### src/rtl/ysyx_23060020_wbu.sv
// Writeback unit: arbitrates EXU/LSU results onto the single register-file
// write port and tracks per-register pending writes for RAW hazard detection.
module ysyx_23060020_wbu #(
  parameter int unsigned XLEN = 32,
  parameter int unsigned CNTW = 2
) (
  input  logic            clk,
  input  logic            rst_n,
  // EXU result channel
  input  logic            exu_valid,
  output logic            exu_ready,
  input  logic [4:0]      exu_rd,
  input  logic [XLEN-1:0] exu_data,
  // LSU load result channel
  input  logic            lsu_valid,
  output logic            lsu_ready,
  input  logic [4:0]      lsu_rd,
  input  logic [XLEN-1:0] lsu_data,
  // register-file write port
  output logic            rfwen,
  output logic [4:0]      w1a,
  output logic [XLEN-1:0] w1d,
  // scoreboard issue/query
  input  logic            issue_valid,
  input  logic [4:0]      issue_rd,
  output logic            issue_ready,
  input  logic [4:0]      rs1,
  input  logic [4:0]      rs2,
  output logic            rs1_busy,
  output logic            rs2_busy,
  output logic [31:0]     wb_cnt
);

  localparam int unsigned AW   = 5;
  localparam int unsigned NREG = 32;
  localparam logic [CNTW-1:0] CNT_MAX  = '1;
  localparam logic [CNTW-1:0] CNT_ZERO = '0;

  logic            accept;
  logic [AW-1:0]   acc_rd;
  logic [XLEN-1:0] acc_data;
  logic            issue_fire;

  logic [CNTW-1:0] cnt_q    [1:NREG-1];
  logic [CNTW-1:0] cnt_view [NREG];
  logic [NREG-1:1] inc_vec;
  logic [NREG-1:1] dec_vec;

  // LSU has fixed priority; it is always accepted, EXU only when LSU is idle
  assign lsu_ready = 1'b1;
  assign exu_ready = !lsu_valid;

  // Select the winning result for this cycle
  always_comb begin
    accept   = 1'b0;
    acc_rd   = '0;
    acc_data = '0;
    if (lsu_valid) begin
      accept   = 1'b1;
      acc_rd   = lsu_rd;
      acc_data = lsu_data;
    end else if (exu_valid) begin
      accept   = 1'b1;
      acc_rd   = exu_rd;
      acc_data = exu_data;
    end
  end

  // Register the write port; address/data hold when nothing is accepted
  always_ff @(posedge clk or negedge rst_n) begin
    if (!rst_n) begin
      rfwen  <= 1'b0;
      w1a    <= '0;
      w1d    <= '0;
      wb_cnt <= '0;
    end else begin
      rfwen <= 1'b0;
      if (accept) begin
        rfwen  <= (acc_rd != '0);
        w1a    <= acc_rd;
        w1d    <= acc_data;
        wb_cnt <= wb_cnt + 32'd1;
      end
    end
  end

  // Flat view of the counters with x0 hard-wired to zero
  always_comb begin
    cnt_view[0] = CNT_ZERO;
    for (int i = 1; i < NREG; i++) begin
      cnt_view[i] = cnt_q[i];
    end
  end

  // Combinational scoreboard queries; a same-cycle retire is not visible here
  assign issue_ready = (issue_rd == '0) || (cnt_view[issue_rd] != CNT_MAX);
  assign issue_fire  = issue_valid && issue_ready && (issue_rd != '0);
  assign rs1_busy    = (cnt_view[rs1] != CNT_ZERO);
  assign rs2_busy    = (cnt_view[rs2] != CNT_ZERO);

  // Per-register increment on issue and decrement on register-file commit
  always_comb begin
    inc_vec = '0;
    dec_vec = '0;
    for (int i = 1; i < NREG; i++) begin
      inc_vec[i] = issue_fire && (issue_rd == AW'(i));
      dec_vec[i] = rfwen && (w1a == AW'(i));
    end
  end

  // Pending counters; a decrement at zero is a protocol error and holds at zero
  always_ff @(posedge clk or negedge rst_n) begin
    if (!rst_n) begin
      for (int i = 1; i < NREG; i++) begin
        cnt_q[i] <= CNT_ZERO;
      end
    end else begin
      for (int i = 1; i < NREG; i++) begin
        if (inc_vec[i] && !dec_vec[i]) begin
          cnt_q[i] <= cnt_q[i] + CNTW'(1);
        end else if (dec_vec[i] && !inc_vec[i] && (cnt_q[i] != CNT_ZERO)) begin
          cnt_q[i] <= cnt_q[i] - CNTW'(1);
        end
      end
    end
  end

endmodule

### config.mk
export PLATFORM = sky130hd
export DESIGN_NAME = ysyx_23060020_wbu
export DESIGN_NICKNAME = d
export VERILOG_FILES = /design/src/rtl/ysyx_23060020_wbu.sv
export SDC_FILE = /design/constraint.sdc
export NUM_CORES = 1
export LEC_CHECK = 0
export CAP_MARGIN = 0
export CORE_MARGIN = 2
export CORE_UTILIZATION = 52
export CTS_CLUSTER_DIAMETER = 40
export CTS_CLUSTER_SIZE = 8
export DETAILED_ROUTE_END_ITERATION = 10
export HOLD_SLACK_MARGIN = 0.1
export PLACE_DENSITY_LB_ADDON = 0.05
export SLEW_MARGIN = 40
export SYNTH_ARGS = -nofsm -noshare
export SYNTH_HDL_FRONTEND = slang
export SYNTH_SLANG_ARGS = --single-unit
export TNS_END_PERCENT = 10
### constraint.sdc
create_clock -name clk -period 2.8 [get_ports clk]
set_input_delay 0.56 -clock clk [delete_from_list [all_inputs] [get_ports clk]]
set_output_delay 0.56 -clock clk [all_outputs]
set_load 0.01 [all_outputs]
Word level (Yosys, flattened, before mapping) --
Cells that the tools add are included.
Operators by class: $add $sub $neg 63, $mul 0, divide/modulo/power cells 0, magnitude comparators 3, equality and inequality tests 63, shift operators 0, muxes and demuxes 78, bitwise operators 3, reduce and logical (&&, ||, !) cells 288
Operators with widths (count):
- $eq A5 B5 Y1 const B | 32
- $logic_and A1 B1 Y1 | 157
- $mux W2 | 68
- $reduce_bool A2 Y1 | 64
- $eq A5 B4 Y1 const B | 16
- $mux W32 | 2
- $logic_not A1 Y1 | 63
- $add A2 B1 Y2 const B | 31
- $sub A2 B1 Y2 const B | 31
- $eq A5 B3 Y1 const B | 8
- $add A32 B1 Y32 const B | 1
- $bmux W2 S5 | 3
- $eq A5 B2 Y1 const B | 4
- $ge A6 B6 Y1 const B | 3
- $not A5 Y6 | 3
- $eq A5 B1 Y1 const B | 2
- $mux W5 | 2
- $reduce_bool A5 Y1 | 2
- $logic_not A5 Y1 | 1
- $mux W1 | 3
- $ne A2 B2 Y1 const B | 1
- $logic_or A1 B1 Y1 | 1
Word-level totals: bits in registers 132, latch bits 0, bits in writable memories 0, memory bits (read-only) 0, bits of input ports 94, output and inout bits 75, logic and storage cells 533, memories kept 0

Longest topological paths before layout --
Gate-level depths: netlist of run 1.
depth in word-level cells 14, depth in mapped cells 10, mapped depth without buffers 7

Worst setup path before layout of run 1 --
No wires, ideal clock.
path type input to output, start in issue_rd[0], end out issue_ready, arrival time 2.083 ns, required time 2.240 ns, path slack 0.157 ns, cell stages on the path 8, path buffers 3, cells stage by stage buf_6 buf_6 mux4_2 a22oi_1 nand2_1 o21a_1 buf_4 nor2_1
On the way: longest elaborated chain between the ends 6, elaborated cells between the ends (all ways) 7, classes of those cells eq/ne: 1; mux: 3; bitwise: 1; reduce/logical: 2
RTL lines:
- from (decl) | RTL line 25 | input logic [4:0] issue_rd,
- $not A5 Y6 (implied by the code) | RTL line 96 | assign issue_ready = (issue_rd == '0) || (cnt_view[issue_rd] != CNT_MAX);
- $bmux W2 S5 | RTL line 96
- $mux W2 (implied by the code) (2 in series) | RTL line 96
- $ne A2 B2 Y1 | RTL line 96
- $logic_or A1 B1 Y1 (*) | RTL line 96
- to (decl) | RTL line 26 | output logic issue_ready,
Mark *: on every way between the ends. The rest lies on a longest branch, timed or not. The select of a mux whose other input is x is not followed.

Worst setup path in the final report of run 1 --
start in rs1[1], end out rs1_busy
On the way: longest elaborated chain between the ends 5
RTL lines:
- from (decl) | RTL line 27 | input logic [4:0] rs1,
- $not A5 Y6 (implied by the code) | RTL line 98 | assign rs1_busy = (cnt_view[rs1] != CNT_ZERO);
- $bmux W2 S5 | RTL line 98
- $mux W2 (implied by the code) (2 in series) | RTL line 98
- $reduce_bool A2 Y1 | RTL line 98
- to (decl) | RTL line 29 | output logic rs1_busy,
No other way between the ends. The select of a mux whose other input is x is not followed.

==> results.rst, run 1 <==
.. list-table::
   :header-rows: 1

   * - Metric
     - Value
   * - Kind of start point of the critical path
     - primary input
   * - Sum of routed wire length over all layers
     - 24800 um
   * - Final setup skew
     - 9.38 ps
   * - I/O pin count
     - 169
   * - Number of max-slew violations in the final report
     - 0
   * - Port-buffer cells
     - 167
   * - Endpoint arrival time on the critical path
     - 2240 ps
   * - WL per Instance
     - 18.9 um
   * - Number of maximum-capacitance violations
     - 0
   * - Crit Reg-Reg Startpoint
     - cnt_q[50]$_DFFE_PN0P_
   * - Worst setup EP type
     - output pin
   * - Wire length of the first global-routing pass
     - 40300 um
   * - Number of nets with antenna violations after detailed routing
     - 0
   * - Largest fanout of any net on the critical path
     - 11
   * - Crit path required time
     - 2240 ps
   * - Post-layout minimum cycle time
     - 2800 ps
   * - GRT busiest layer
     - met2
   * - Most used DFF post-synth
     - dfrtp_1
   * - Die height
     - 128 um
   * - Status
     - complete, no violations
   * - Hold/Removal Path Class
     - primary input to asynchronous set/reset pin
   * - VDD IR max
     - 0.479 mV
   * - Number of inserted diodes
     - 0
   * - Layout Cells excl Fill
     - 1314
   * - Post-synth ARST share
     - 100%
   * - Detail Placement HPWL
     - 17800 um
   * - Number of global-route vias before repair
     - 7691
   * - Ratio of final minimum period to clock period
     - 99.9%
   * - Depth of the CTS H-tree
     - 4
   * - Number of detailed-route iterations in the first pass
     - 6
   * - Rel. slew slack
     - 54.0%
   * - Count of fill cells added during filler insertion
     - 1098
   * - Sequential standard cell area
     - 0.00332 mm^2
   * - Die area
     - 0.0165 mm^2
   * - Proportion of layout cells with a drive suffix above 1
     - 19.3%
   * - Core footprint
     - 0.0151 mm^2
   * - Relative area change from synthesis to final layout
     - 41.7%
   * - Maximum clock rate
     - 357 MHz
   * - Number of design rule violations left after detail routing
     - 0
   * - Synthesized cell area
     - 0.00806 mm^2
   * - Effective utilization at floorplan
     - 53.2%
   * - Warnings, synthesis
     - 0
   * - Type of the worst setup path
     - primary input to output pin
   * - Overall overflow remaining after global route
     - 0
   * - Synth Register Bits
     - 132
   * - Critical path startpoint
     - rs1[1]
   * - Root Buffer Master
     - clkbuf_16
   * - Unrepaired setup endpoints after global routing
     - yes
   * - Sequential share of the synthesized area
     - 41.0%
   * - Largest net degree at the start of global routing
     - 78
   * - Total nets after synthesis
     - 967
   * - Final Hold Slack
     - 102 ps
   * - Count of unique library cells instantiated by Yosys
     - 72
   * - Met3 track demand over resource in global routing
     - 8.81%
   * - Insertion delay of the later-clocked pin in the worst-skew pair
     - 430 ps
   * - Leakage
     - 4.85 nW
   * - Gp weighted congestion
     - 0.954
   * - Syn Inst Count
     - 872
   * - Multi-input combinational cell area
     - 0.00459 mm^2
   * - Number of placed instances with taps included
     - 1265
   * - Count of flip-flops with a built-in enable after synthesis
     - 0
   * - Max Root-Sink Buffers
     - 2
   * - Number of rows in the core area
     - 45
   * - Total of endpoints with negative setup slack in the final report
     - 0
   * - Met1 Use GR
     - 41.2%
   * - Hold Vio Cnt, Final
     - 0
   * - Power per cell area
     - 614 mW/mm^2
   * - Reg-to-reg slack, setup
     - 180 ps
   * - TritonCTS buffer count
     - 17
   * - Clock tree from TritonCTS
     - built
   * - Vias post-DR
     - 7718
   * - Total number of nets in the final design
     - 1208
   * - Clock sink count
     - 132
   * - CTS clk-pin slew, worst paths
     - 70 ps
   * - Average instance area after synthesis
     - 9.24 um^2
   * - Antenna violations before repair
     - 0
   * - Global-route met2 utilization
     - 50.0%
   * - Actual transition at the worst max-transition pin
     - 687 ps
   * - Drt first-iter violations
     - 588
   * - Cts-stage hold buffer count
     - 0
   * - Die X-Extent
     - 128 um
   * - Per-cell via count in the routed design
     - 5.87
   * - Total global-route track usage
     - 31.5%
==> cell usage in the layout (no fill, tap or decap), types with 8 or more instances in the layout <==
cell / instances
clkdlybuf4s50_1: 153
a22oi_1: 8
mux4_2: 18
o22a_1: 8
dfrtp_1: 118
a211oi_1: 23
a21oi_1: 44
o21a_1: 17
nor2_1: 79
nand2b_1: 9
nand3_1: 29
dfrtp_2: 14
or3_1: 8
nor2b_1: 14
mux2i_1: 55
nor3_1: 36
xnor2_1: 36
clkbuf_16: 17
and3_1: 12
a31oi_1: 10
nor2_2: 8
o21ai_0: 62
buf_6: 9
inv_1: 26
buf_4: 82
nand2_1: 84
==> cell families after synthesis <==
kind of cell,after synthesis,share of synthesized area (%)
AND/OR/NAND/NOR,331,20.3
AO/OA/AOI/OAI,218,17.7
flip-flops,132,41.0
multiplexers,77,12.4
buffers and inverters,69,3.80
XOR/XNOR,43,4.67
adder cells (fa/ha/maj),1,0.155
other,1,0.0465
==> state kept, by name, indices dropped and copies added (netlist names) <==
| signal | count |
|---|---|
| w1d | 32 |
| cnt_q | 62 |
| rfwen | 1 |
| wb_cnt | 32 |
| w1a | 5 |
==> what timing repair did <==
item	CTS	global route
gates cloned	4	0
hold endpoints to repair	0	0
setup endpoints to repair	31	7
resized for setup	67	17
setup buffers	11	2
pin swaps	6	5
==> where the power goes <==
group          internal (mW)  leakage (nW)  switching, mW
clock network           1.49         0.308          0.917
registers               2.23          1.60          0.453
logic                   1.04          2.94          0.877
total                   4.76          4.85           2.25
==> worst paths after layout <==
check / endpoint / cells past startpoint
hold / removal: cnt_q[29]$_DFFE_PN0P_ / 1
min in group clk: wb_cnt[31]$_DFFE_PN0P_ / 1
setup reg to reg: cnt_q[40]$_DFFE_PN0P_ / 7
max in group asynchronous: cnt_q[57]$_DFFE_PN0P_ / 2
setup / recovery: rs1_busy / 7
hold reg to reg: wb_cnt[31]$_DFFE_PN0P_ / 1
==> synthesized netlist by cell type (6+ instances only) <==
cell      count  share of area, %
mux4_2       18               5.0
dfrtp_1     132                41
a22oi_1       9              0.84
o21a_1       17               1.6
and3_1       12              0.93
o21ai_0      62               3.9
clkbuf_1     27               1.3
nand4_1       7              0.54
a31oi_1      10              0.78
xor2_1        7              0.76
nor3_1       41               2.5
xnor2_1      36               3.9
a211oi_1     23               2.1
nor3b_1       6              0.56
nand2_1      84               3.9
a21oi_1      44               2.7
nor2b_1      14               1.1
nand3_1      29               1.8
inv_1        26               1.2
nor2_1       89               4.1
nand2b_1      9              0.70
o22a_1        8              0.87
mux2i_1      56               7.0
or3_1         8              0.62
==> worst max-delay path, stage by stage <==
cell and delay (ps):
clkdlybuf4s15_2 220, buf_12 160, nor3_4 170, a21oi_1 50
mux4_2 460, mux4_2 470, buf_2 150
==> stage by stage <==
stage | instance area, um^2 | util (%) | power [mW] | setup slack, ps | setup TNS (ps)
finish | 11400 | 75.4 | 7.01 | 1.98 | 0
global route | 11400 | 75.4 | 7.34 | -65.1 | -164
CTS | 11300 | 74.8 | 6.97 | -12.2 | -12.2
detailed placement | 10400 | 68.8 | 4.44 | -777 | -26800
global placement | 10400 | 68.8 | 4.40 | -738 | -24790
floorplan | 8060 | - | 3.51 | 157 | 0
==> layer usage <==
metal	wire, um	up-vias
met2	11800	319
met3	2020	53
met4	673	0
met5	0	-
li1	-	3658
met1	10400	3688
==> final cells by class <==
cell class | instances | area share, %
timing repair buffer | 265 | 22.3
sequential | 132 | 29.1
multi-input combinational | 671 | 40.2
clock inverter | 11 | 1.41
inverter | 26 | 0.855
clock buffer | 21 | 4.12
tap | 188 | 2.06
Power figures use the tool's default switching activity.
==> inputs of run 2 (changes only) <==
- CORE_UTILIZATION: 52 -> 56
- GPL_TIMING_DRIVEN: default -> 0
- SLEW_MARGIN: 40 -> 15
- clock period: 2.8 -> 3.3 ns (I/O delays scaled with it)
==> run 2 against run 1 <==
Effect of this change: largest power group unchanged; the run now ends with setup timing left; combinational power decreased by 24%; critical endpoint is now issue_ready; first-iteration DRC count increased by 18%; non-clock buffer count decreased by 49.
==> results.rst, run 2 (same netlist as run 1, synthesis figures left out) <==
.. list-table::
   :header-rows: 1

   * - Metric
     - Value
   * - Final core utilization
     - 77.0%
   * - Unrepaired setup endpoints after global routing
     - yes
   * - Detail Placement HPWL
     - 17800 um
   * - Core footprint
     - 0.0140 mm^2
   * - Clock tree from TritonCTS
     - built
   * - Clock sink count
     - 132
   * - Gp weighted congestion
     - 0.986
   * - Overall overflow remaining after global route
     - 0
   * - Number of maximum-capacitance violations
     - 0
   * - Crit path required time
     - 2640 ps
   * - Post-layout minimum cycle time
     - 3330 ps
   * - Die area
     - 0.0154 mm^2
   * - Vias post-DR
     - 7713
   * - Biggest regs
     - cnt_q: 62 flops, w1d: 32 flops, wb_cnt: 32 flops
   * - Actual transition at the worst max-transition pin
     - 843 ps
   * - Drt first-iter violations
     - 696
   * - Effective utilization at floorplan
     - 57.6%
   * - Largest fanout of any net on the critical path
     - 7
   * - VDD IR max
     - 0.397 mV
   * - Number of placed instances with taps included
     - 1216
   * - WL per Instance
     - 19.5 um
   * - Relative area change from synthesis to final layout
     - 33.7%
   * - Wire length of the first global-routing pass
     - 38300 um
   * - Max Root-Sink Buffers
     - 2
   * - Total number of nets in the final design
     - 1159
   * - Register name with the most flops
     - cnt_q
   * - Worst setup EP type
     - output pin
   * - Number of flip-flops in the largest register
     - 62
   * - Leakage
     - 4.46 nW
   * - Hold Vio Cnt, Final
     - 0
   * - Antenna violations before repair
     - 0
   * - Number of max-slew violations in the final report
     - 0
   * - Endpoint arrival time on the critical path
     - 2670 ps
   * - TritonCTS buffer count
     - 17
   * - Per-cell via count in the routed design
     - 6.14
   * - CTS clk-pin slew, worst paths
     - 60 ps
   * - Most common cell after layout, fill and taps aside
     - clkdlybuf4s50_1
   * - Port-buffer cells
     - 163
   * - Kind of start point of the critical path
     - primary input
   * - Largest net degree at the start of global routing
     - 81
   * - Number of global-route vias before repair
     - 7607
   * - Worst setup slack before clock tree synthesis
     - -890 ps
   * - Die height
     - 124 um
   * - Number of design rule violations left after detail routing
     - 0
   * - Post-route worst setup slack
     - -33.8 ps
   * - Sum of routed wire length over all layers
     - 24500 um
   * - Rel. slew slack
     - 43.6%
   * - Commonest cells after routing, fill and taps aside
     - clkdlybuf4s50_1, dfrtp_1, nor2_1
   * - Type of the worst setup path
     - primary input to output pin
   * - Depth of the CTS H-tree
     - 4
   * - Insertion delay of the later-clocked pin in the worst-skew pair
     - 430 ps
   * - Worst reg2reg path depth
     - 9
   * - Power per cell area
     - 521 mW/mm^2
   * - Hold/Removal Path Class
     - primary input to asynchronous set/reset pin
   * - Ratio of final minimum period to clock period
     - 101%
   * - Number of detailed-route iterations in the first pass
     - 6
   * - I/O pin count
     - 169
   * - Total global-route track usage
     - 32.9%
   * - Status
     - complete, but fails checks
   * - Die X-Extent
     - 124 um
   * - Final setup skew
     - 7.09 ps
   * - Root Buffer Master
     - clkbuf_16
   * - Total of endpoints with negative setup slack in the final report
     - 2
   * - Layout Cells excl Fill
     - 1257
   * - Number of nets with antenna violations after detailed routing
     - 0
   * - Cts-stage hold buffer count
     - 0
   * - Number of rows in the core area
     - 43
   * - Maximum clock rate
     - 300 MHz
   * - Number of inserted diodes
     - 0
   * - Proportion of layout cells with a drive suffix above 1
     - 11.0%
   * - Violations in the final reports
     - setup timing
==> run 2: changes by cell type in the layout (fill, tap and decap cells not counted), sizes merged, moves of 2 or more <==
| cell | previous run | this run |
|---|---|---|
| clkinv | 1 | 5 |
| clkdlybuf4s50 | 153 | 156 |
| dlygate4sd2 | 2 | 4 |
| clkdlybuf4s15 | 5 | 0 |
| clkbuf | 21 | 44 |
| bufbuf | 3 | 0 |
| inv | 32 | 30 |
| buf | 102 | 30 |
==> run 2: final cells by class <==
cell class | instances | area (um^2)
buffer | 41 | 236
clock inverter | 13 | 149
inverter | 26 | 97.6
multi-input combinational | 671 | 4570
timing repair buffer | 175 | 1750
tap | 180 | 225
sequential | 132 | 3300
fill | 1039 | 3210
clock buffer | 19 | 443
==> run 2: layer usage <==
| metal | vias to the layer above | GRT usage [%] | wire length, um |
|---|---|---|---|
| li1 | 3555 | - | - |
| met1 | 3642 | 41.5 | 9830 |
| met2 | 439 | 52.8 | 11300 |
| met3 | 77 | 8.42 | 2360 |
| met4 | 0 | 16.1 | 945 |
| met5 | - | 0 | 0 |
==> run 2: worst paths after layout <==
kind	startpoint	end	slack [ps]
min in group clk	wb_cnt[23]$_DFFE_PN0P_	wb_cnt[23]$_DFFE_PN0P_	490
min	rst_n	cnt_q[30]$_DFFE_PN0P_	180
max	issue_rd[3]	issue_ready	-30
min reg2reg	wb_cnt[23]$_DFFE_PN0P_	wb_cnt[23]$_DFFE_PN0P_	490
max in group asynchronous	rst_n	wb_cnt[19]$_DFFE_PN0P_	2340
max reg2reg	cnt_q[58]$_DFFE_PN0P_	cnt_q[46]$_DFFE_PN0P_	600
==> run 2: worst max-delay path: stages <==
cell             delay, ps
clkdlybuf4s50_1        490
buf_6                  140
or3b_4                 400
o32a_1                 200
o211a_2                180
a2111oi_4              340
nor2_1                 110
buf_2                  150
==> run 2: report_power, final <==
group          total (mW)  switching, mW  internal, mW
combinational        1.46          0.715         0.740
clock                1.90          0.759          1.14
sequential           2.26          0.379          1.88
==> run 2: metrics by stage <==
| step | setup TNS [ps] | hold slack, ps | power [mW] | instance area (um^2) |
|---|---|---|---|---|
| floorplan | 0 | 364 | 2.98 | 8060 |
| global placement | -493410 | 461 | 3.58 | 9920 |
| detailed placement | -9600 | 465 | 3.62 | 9940 |
| CTS | -104 | 199 | 5.55 | 10600 |
| global route | -153 | 221 | 5.87 | 10800 |
| finish | -38.1 | 176 | 5.62 | 10800 |
==> run 2: repair_timing <==
item                                    4_1_cts  5_1_grt
buffers inserted                              2        9
resized for setup                            34       14
hold endpoints to repair                      0        0
pin swaps                                     2        5
endpoints found under the setup margin        3        4
